--- config.mk ---
export PLATFORM = sky130hd
export DESIGN_NAME = pll_cfg_responder
export DESIGN_NICKNAME = d
export VERILOG_FILES = /design/src/rtl/pll_cfg_responder.sv
export SDC_FILE = /design/constraint.sdc
export NUM_CORES = 1
export LEC_CHECK = 0
export BUFFER_PORTS_ARGS = -buffer_cell sky130_fd_sc_hd__buf_2
export CAP_MARGIN = 20
export CORE_MARGIN = 2
export CORE_UTILIZATION = 58
export DETAILED_ROUTE_END_ITERATION = 8
export PLACE_DENSITY_LB_ADDON = 0.12
export SLEW_MARGIN = 10
export SYNTH_ARGS = -nofsm -noshare
export SYNTH_HDL_FRONTEND = slang
export SYNTH_SLANG_ARGS = --single-unit
--- constraint.sdc ---
create_clock -name mgmt_clk -period 15.4 [get_ports mgmt_clk]
set_clock_uncertainty 0.1 [all_clocks]
set_input_delay 1.54 -clock mgmt_clk [delete_from_list [all_inputs] [get_ports mgmt_clk]]
set_output_delay 1.54 -clock mgmt_clk [all_outputs]
set_load 0.01 [all_outputs]
--- src/rtl/pll_cfg_responder.sv ---
// Avalon-MM PLL reconfiguration responder: pending config registers are
// snapshotted on START and applied to act_* after a fixed busy period.
module pll_cfg_responder #(
    parameter int          NUM_C       = 3,
    parameter int          BUSY_CYCLES = 16,
    parameter logic [17:0] RST_N       = 18'h10000
) (
    input  logic                  mgmt_clk,
    input  logic                  reset,
    input  logic [5:0]            cfg_address,
    input  logic                  cfg_write,
    input  logic                  cfg_read,
    input  logic [31:0]           cfg_writedata,
    output logic                  cfg_waitrequest,
    output logic [31:0]           cfg_readdata,
    output logic                  cfg_readdatavalid,
    output logic [17:0]           act_n,
    output logic [17:0]           act_m,
    output logic [18*NUM_C-1:0]   act_c,
    output logic [31:0]           act_frac,
    output logic [3:0]            act_bw,
    output logic [2:0]            act_cp,
    output logic                  cfg_applied,
    output logic                  cfg_err
);

    typedef enum logic {IDLE, BUSY} state_t;

    typedef struct packed {
        logic [17:0]          n;
        logic [17:0]          m;
        logic [18*NUM_C-1:0]  c;
        logic [31:0]          frac;
        logic [3:0]           bw;
        logic [2:0]           cp;
    } cfg_t;

    localparam cfg_t CFG_RST = '{n: RST_N, m: '0, c: '0, frac: '0, bw: '0, cp: '0};

    state_t      state_q, state_d;
    logic [7:0]  cnt_q, cnt_d;
    logic        mode_q, mode_d;
    logic        wait_q, wait_d;
    logic        rvalid_q, rvalid_d;
    logic [31:0] rdata_q, rdata_d;
    logic        applied_q, applied_d;
    logic        err_q, err_d;
    logic [4:0]  cidx_q, cidx_d;
    cfg_t        pend_q, pend_d;
    cfg_t        snap_q, snap_d;
    cfg_t        act_q, act_d;

    logic        wr_acc;
    logic        rd_acc;
    logic [4:0]  wr_cidx;
    logic [17:0] c_sel;

    assign wr_acc  = cfg_write && !wait_q;
    assign rd_acc  = cfg_read && !cfg_write && !wait_q;
    assign wr_cidx = cfg_writedata[22:18];

    always_comb begin
        c_sel = '0;
        for (int k = 0; k < NUM_C; k++) begin
            if (cidx_q == 5'(k)) begin
                c_sel = pend_q.c[18*k +: 18];
            end
        end
    end

    always_comb begin
        state_d   = state_q;
        cnt_d     = cnt_q;
        mode_d    = mode_q;
        rvalid_d  = 1'b0;
        rdata_d   = rdata_q;
        applied_d = 1'b0;
        err_d     = 1'b0;
        cidx_d    = cidx_q;
        pend_d    = pend_q;
        snap_d    = snap_q;
        act_d     = act_q;

        // The snapshot taken at START is what gets applied, so pending writes
        // made during BUSY (polling mode) only affect the next reconfiguration.
        if (state_q == BUSY) begin
            cnt_d = cnt_q - 8'd1;
            if (cnt_q == 8'd1) begin
                act_d     = snap_q;
                applied_d = 1'b1;
                state_d   = IDLE;
                cnt_d     = '0;
            end
        end

        if (wr_acc) begin
            if (cfg_read) begin
                err_d = 1'b1;
            end
            case (cfg_address)
                6'd0: mode_d = cfg_writedata[0];
                6'd1: ;
                6'd2: begin
                    if (state_q == IDLE) begin
                        state_d = BUSY;
                        cnt_d   = 8'(BUSY_CYCLES);
                        snap_d  = pend_q;
                    end else begin
                        err_d = 1'b1;
                    end
                end
                6'd3: pend_d.n = cfg_writedata[17:0];
                6'd4: pend_d.m = cfg_writedata[17:0];
                6'd5: begin
                    if ({27'd0, wr_cidx} < 32'(NUM_C)) begin
                        for (int k = 0; k < NUM_C; k++) begin
                            if (wr_cidx == 5'(k)) begin
                                pend_d.c[18*k +: 18] = cfg_writedata[17:0];
                            end
                        end
                        cidx_d = wr_cidx;
                    end else begin
                        err_d = 1'b1;
                    end
                end
                6'd7: pend_d.frac = cfg_writedata;
                6'd8: pend_d.bw   = cfg_writedata[3:0];
                6'd9: pend_d.cp   = cfg_writedata[2:0];
                default: err_d = 1'b1;
            endcase
        end

        if (rd_acc) begin
            rvalid_d = 1'b1;
            case (cfg_address)
                6'd0:    rdata_d = {31'd0, mode_q};
                6'd1:    rdata_d = {31'd0, state_q == IDLE};
                6'd3:    rdata_d = {14'd0, pend_q.n};
                6'd4:    rdata_d = {14'd0, pend_q.m};
                6'd5:    rdata_d = {14'd0, c_sel};
                6'd7:    rdata_d = pend_q.frac;
                6'd8:    rdata_d = {28'd0, pend_q.bw};
                6'd9:    rdata_d = {29'd0, pend_q.cp};
                default: rdata_d = '0;
            endcase
        end

        wait_d = (state_d == BUSY) && !mode_d;
    end

    always_ff @(posedge mgmt_clk or posedge reset) begin
        if (reset) begin
            state_q   <= IDLE;
            cnt_q     <= '0;
            mode_q    <= 1'b0;
            wait_q    <= 1'b0;
            rvalid_q  <= 1'b0;
            rdata_q   <= '0;
            applied_q <= 1'b0;
            err_q     <= 1'b0;
            cidx_q    <= '0;
            pend_q    <= CFG_RST;
            snap_q    <= CFG_RST;
            act_q     <= CFG_RST;
        end else begin
            state_q   <= state_d;
            cnt_q     <= cnt_d;
            mode_q    <= mode_d;
            wait_q    <= wait_d;
            rvalid_q  <= rvalid_d;
            rdata_q   <= rdata_d;
            applied_q <= applied_d;
            err_q     <= err_d;
            cidx_q    <= cidx_d;
            pend_q    <= pend_d;
            snap_q    <= snap_d;
            act_q     <= act_d;
        end
    end

    assign cfg_waitrequest   = wait_q;
    assign cfg_readdata      = rdata_q;
    assign cfg_readdatavalid = rvalid_q;
    assign cfg_applied       = applied_q;
    assign cfg_err           = err_q;
    assign act_n             = act_q.n;
    assign act_m             = act_q.m;
    assign act_c             = act_q.c;
    assign act_frac          = act_q.frac;
    assign act_bw            = act_q.bw;
    assign act_cp            = act_q.cp;

endmodule

==> results.json <==
{
  "cts_hold_buffers": 0,
  "period_needed_ns": 4.12,
  "slowest_delay_ns": 0.81,
  "critical_path.n_buffers_inverters": 3,
  "max_freq_mhz": 243,
  "grt_max_degree": 174,
  "drtIter0Drc": 889,
  "diodes": 0,
  "max-slew-margin-rel_pct": 37.5,
  "postCtsSetupBuffers": 0,
  "nNetsFinal": 1696,
  "async_flop_share_pct": 100,
  "cts_tree": "done",
  "antenna_left": 0,
  "syn_avg_cell_area_sq_um": 11.9,
  "die_width_microns": 178,
  "final-setup-viol-count": 0,
  "ir_drop_v": 0.0000831,
  "wl_per_cell_microns": 20.5,
  "startpoint_type": "input port",
  "row_count": 63,
  "ctsHtreeMaxLevel": 2,
  "grt_usage_pct": 27.5,
  "worst-path-max-fanout": 66,
  "powerDensity_nw_per_um2": 120,
  "crit_path_start": "cfg_address[3]",
  "tightest_slew_ns": 0.938,
  "status": "finished clean",
  "die_height_microns": 178,
  "drc_errors": 0,
  "ys_seq_elements": 438,
  "fillers": 2298,
  "cts_root_buf": "clkbuf_16",
  "firstDrtPassIters": 5,
  "synth_area_sq_um": 17500,
  "drv_slew": 0,
  "core_area_sq_um": 29700,
  "die-area_sq_um": 31700,
  "path_clk_slew_ns": 0.06,
  "antenna_found_initial": 0,
  "synthCells": 1469,
  "io_pins": 207,
  "crit_chain": "buf_2 -> nor4_2 -> nand4b_1 -> nor2_4 -> buf_4 -> buf_4 -> mux2_2",
  "worstHoldPathCells": 2,
  "hold_viol": 0,
  "wl_mm": 42.6,
  "ys_seq_area_share_pct": 62.5,
  "grt_pass1_wl_mm": 65.5,
  "fin_crit_sh_pct": 26.7,
  "cts_sinks": 438,
  "dp_slack_ns": 10.76,
  "drv_cap": 0,
  "hold_path_class": "reg -> reg",
  "cp_num_cells": 7,
  "cts_inserted_buffers": 43,
  "finalWeightedCongestion": 0.849,
  "grt_pass1_vias": 11200,
  "timing.final.ws_setup_ns": 11.28,
  "synth_ff_type": "dfrtp_1",
  "cp.required_ns": 15.72,
  "r2r-start": "cfg_waitrequest$_DFF_PP0_",
  "end_kind": "flip-flop",
  "port_buffers": 206,
  "drive_gt1_share_pct": 33.1,
  "layoutNonFillerInstCount": 2074,
  "via_per_inst": 5.56,
  "cp_top_family": "buffers and inverters",
  "grt_overflow": 0,
  "ys_types": 52,
  "clk_latency_ns": 0.54,
  "synth_edf_count": 0,
  "crit_type": "in -> reg",
  "dp_hpwl_mm": 28.2,
  "syn_nets": 1513,
  "cpMaxStageDelayCell": "buf_4",
  "fin_tns_setup_ns": 0,
  "rsz0062_at_grt": "no",
  "yosysWarnings": 0,
  "clk_path_buf_depth": 3,
  "ctsResizeCount": 0,
  "rr_worst_depth": 7,
  "cpMostUsedCell": "buf_4",
  "start_util_pct": 59.0,
  "critical_path_arrival_ns": 4.44,
  "p_leak_nw": 11.1,
  "placed_cells": 1995,
  "hold_start": "snap_q[127]$_DFFE_PP1P_",
  "vias": 11500,
  "syn2layout_area_growth_pct": 15.1
}
## area by class of cell
cell class                      instances  area (sq um)  share of cell area (%)
Clock buffer                           60          1250                    6.19
Inverter                               21          88.8                   0.440
Tap cell                              390           488                    2.42
Multi-Input combinational cell        927          6070                    30.1
Timing Repair Buffer                  221          1180                    5.86
Sequential cell                       438         11000                    54.3
Clock inverter                         17           151                   0.750
## synthesized netlist by cell type (all sizes together) (2+ instances only)
| cell type | count | area share (%) |
|---|---|---|
| a22o | 15 | 0.75 |
| and3 | 5 | 0.18 |
| mux2i | 4 | 0.23 |
| dfstp | 3 | 0.45 |
| nor2b | 6 | 0.21 |
| nand3 | 34 | 1.0 |
| o211ai | 14 | 0.60 |
| nor3 | 3 | 0.086 |
| dfrtp | 435 | 62 |
| nand4 | 15 | 0.53 |
| or2 | 2 | 0.071 |
| nor2 | 30 | 0.66 |
| a31oi | 3 | 0.11 |
| ha | 2 | 0.14 |
| o21a | 2 | 0.086 |
| a22oi | 8 | 0.34 |
| clkbuf | 35 | 0.75 |
| nand2b | 2 | 0.071 |
| a21oi | 24 | 0.68 |
| a21o | 2 | 0.086 |
| buf | 48 | 1.8 |
| xor2 | 3 | 0.15 |
| nand3b | 2 | 0.086 |
| nand2 | 462 | 9.9 |
| nor4 | 3 | 0.26 |
| o21ai | 5 | 0.14 |
| and4b | 3 | 0.17 |
| mux2 | 261 | 17 |
| inv | 20 | 0.43 |
| and2 | 6 | 0.21 |
## flip-flops by register name (all words and copies together), names as in the netlist
signal             cells
act_n                 18
mode_q                 1
cfg_readdata          32
act_m                 18
cfg_readdatavalid      1
act_cp                 3
state_q                1
cfg_waitrequest        1
act_c                 54
cfg_applied            1
act_frac              32
cfg_err                1
snap_q               129
cnt_q                  8
act_bw                 4
cidx_q                 5
pend_q               129
## worst reg2reg max path: stages, from the launching register on
cell and delay, ns:
dfrtp_1 0.39, nor2b_1 0.12, buf_4 0.21, nand4b_1 0.22
nor2_4 0.13, buf_4 0.58, buf_4 0.91, mux2_2 0.46
## per-layer routing
metal	up-vias	track usage, %	routed length (microns)
met5	-	0	0
met4	0	7.04	942
met1	5877	41.5	19900
met2	328	42.0	19400
met3	60	4.24	2340
li1	5265	-	-
## final timing paths
| path | slack (ns) | endpoint |
|---|---|---|
| worst max-delay path | 11.28 | snap_q[29]$_DFFE_PP0P_ |
| worst min-delay path | 0.35 | act_n[16]$_DFFE_PP1P_ |
| worst max register to register | 12.18 | snap_q[29]$_DFFE_PP0P_ |
| worst min register to register | 0.35 | act_n[16]$_DFFE_PP1P_ |
| max in group asynchronous | 12.71 | act_m[15]$_DFFE_PP0P_ |
| min in group asynchronous | 1.04 | act_frac[21]$_DFFE_PP0P_ |
## through the flow
stage / cell area, sq um / power (mW) / util [%] / hold slack [ns]
6_report: 20200 / 2.42 / 68.0 / 0.352
3_3_place_gp: 18800 / 1.40 / 63.1 / 0.339
3_5_place_dp: 18800 / 1.41 / 63.1 / 0.343
2_1_floorplan: 17500 / 1.34 / - / 0.332
5_1_grt: 20200 / 2.51 / 68.0 / 0.381
4_1_cts: 20200 / 2.44 / 67.8 / 0.354
## layout by cell type (no fill, tap or decap), types with 12 or more instances in the layout
| cell type | synthesis | routed |
|---|---|---|
| nand2_1 | 460 | 460 |
| dfrtp_1 | 435 | 435 |
| mux2_2 | 233 | 233 |
| buf_2 | 34 | 206 |
| clkbuf_16 | 0 | 43 |
| nand3_1 | 33 | 33 |
| nor2_1 | 29 | 29 |
| a21oi_1 | 24 | 24 |
| inv_1 | 20 | 19 |
| mux2_4 | 18 | 18 |
| nand4_1 | 15 | 15 |
| a22o_1 | 15 | 15 |
| o211ai_1 | 14 | 14 |
| buf_4 | 8 | 12 |
## power by group
group / total [mW] / switching [mW] / internal, mW
logic: 0.157 / 0.105 / 0.0513
clock network: 1.04 / 0.435 / 0.601
registers: 1.23 / 0.0377 / 1.19
## cells by family after synthesis
logic type                 Yosys count  synth area share, %
muxes                              265                 17.4
AOI/OAI and AO/OA                   79                 3.09
adders and majority gates            2                0.143
and+or+nand+nor                    577                 13.8
DFF                                438                 62.5
xor gates and xnor gates             4                0.200
buffers and inverters              104                 2.95
Power figures use the tool's default switching activity.
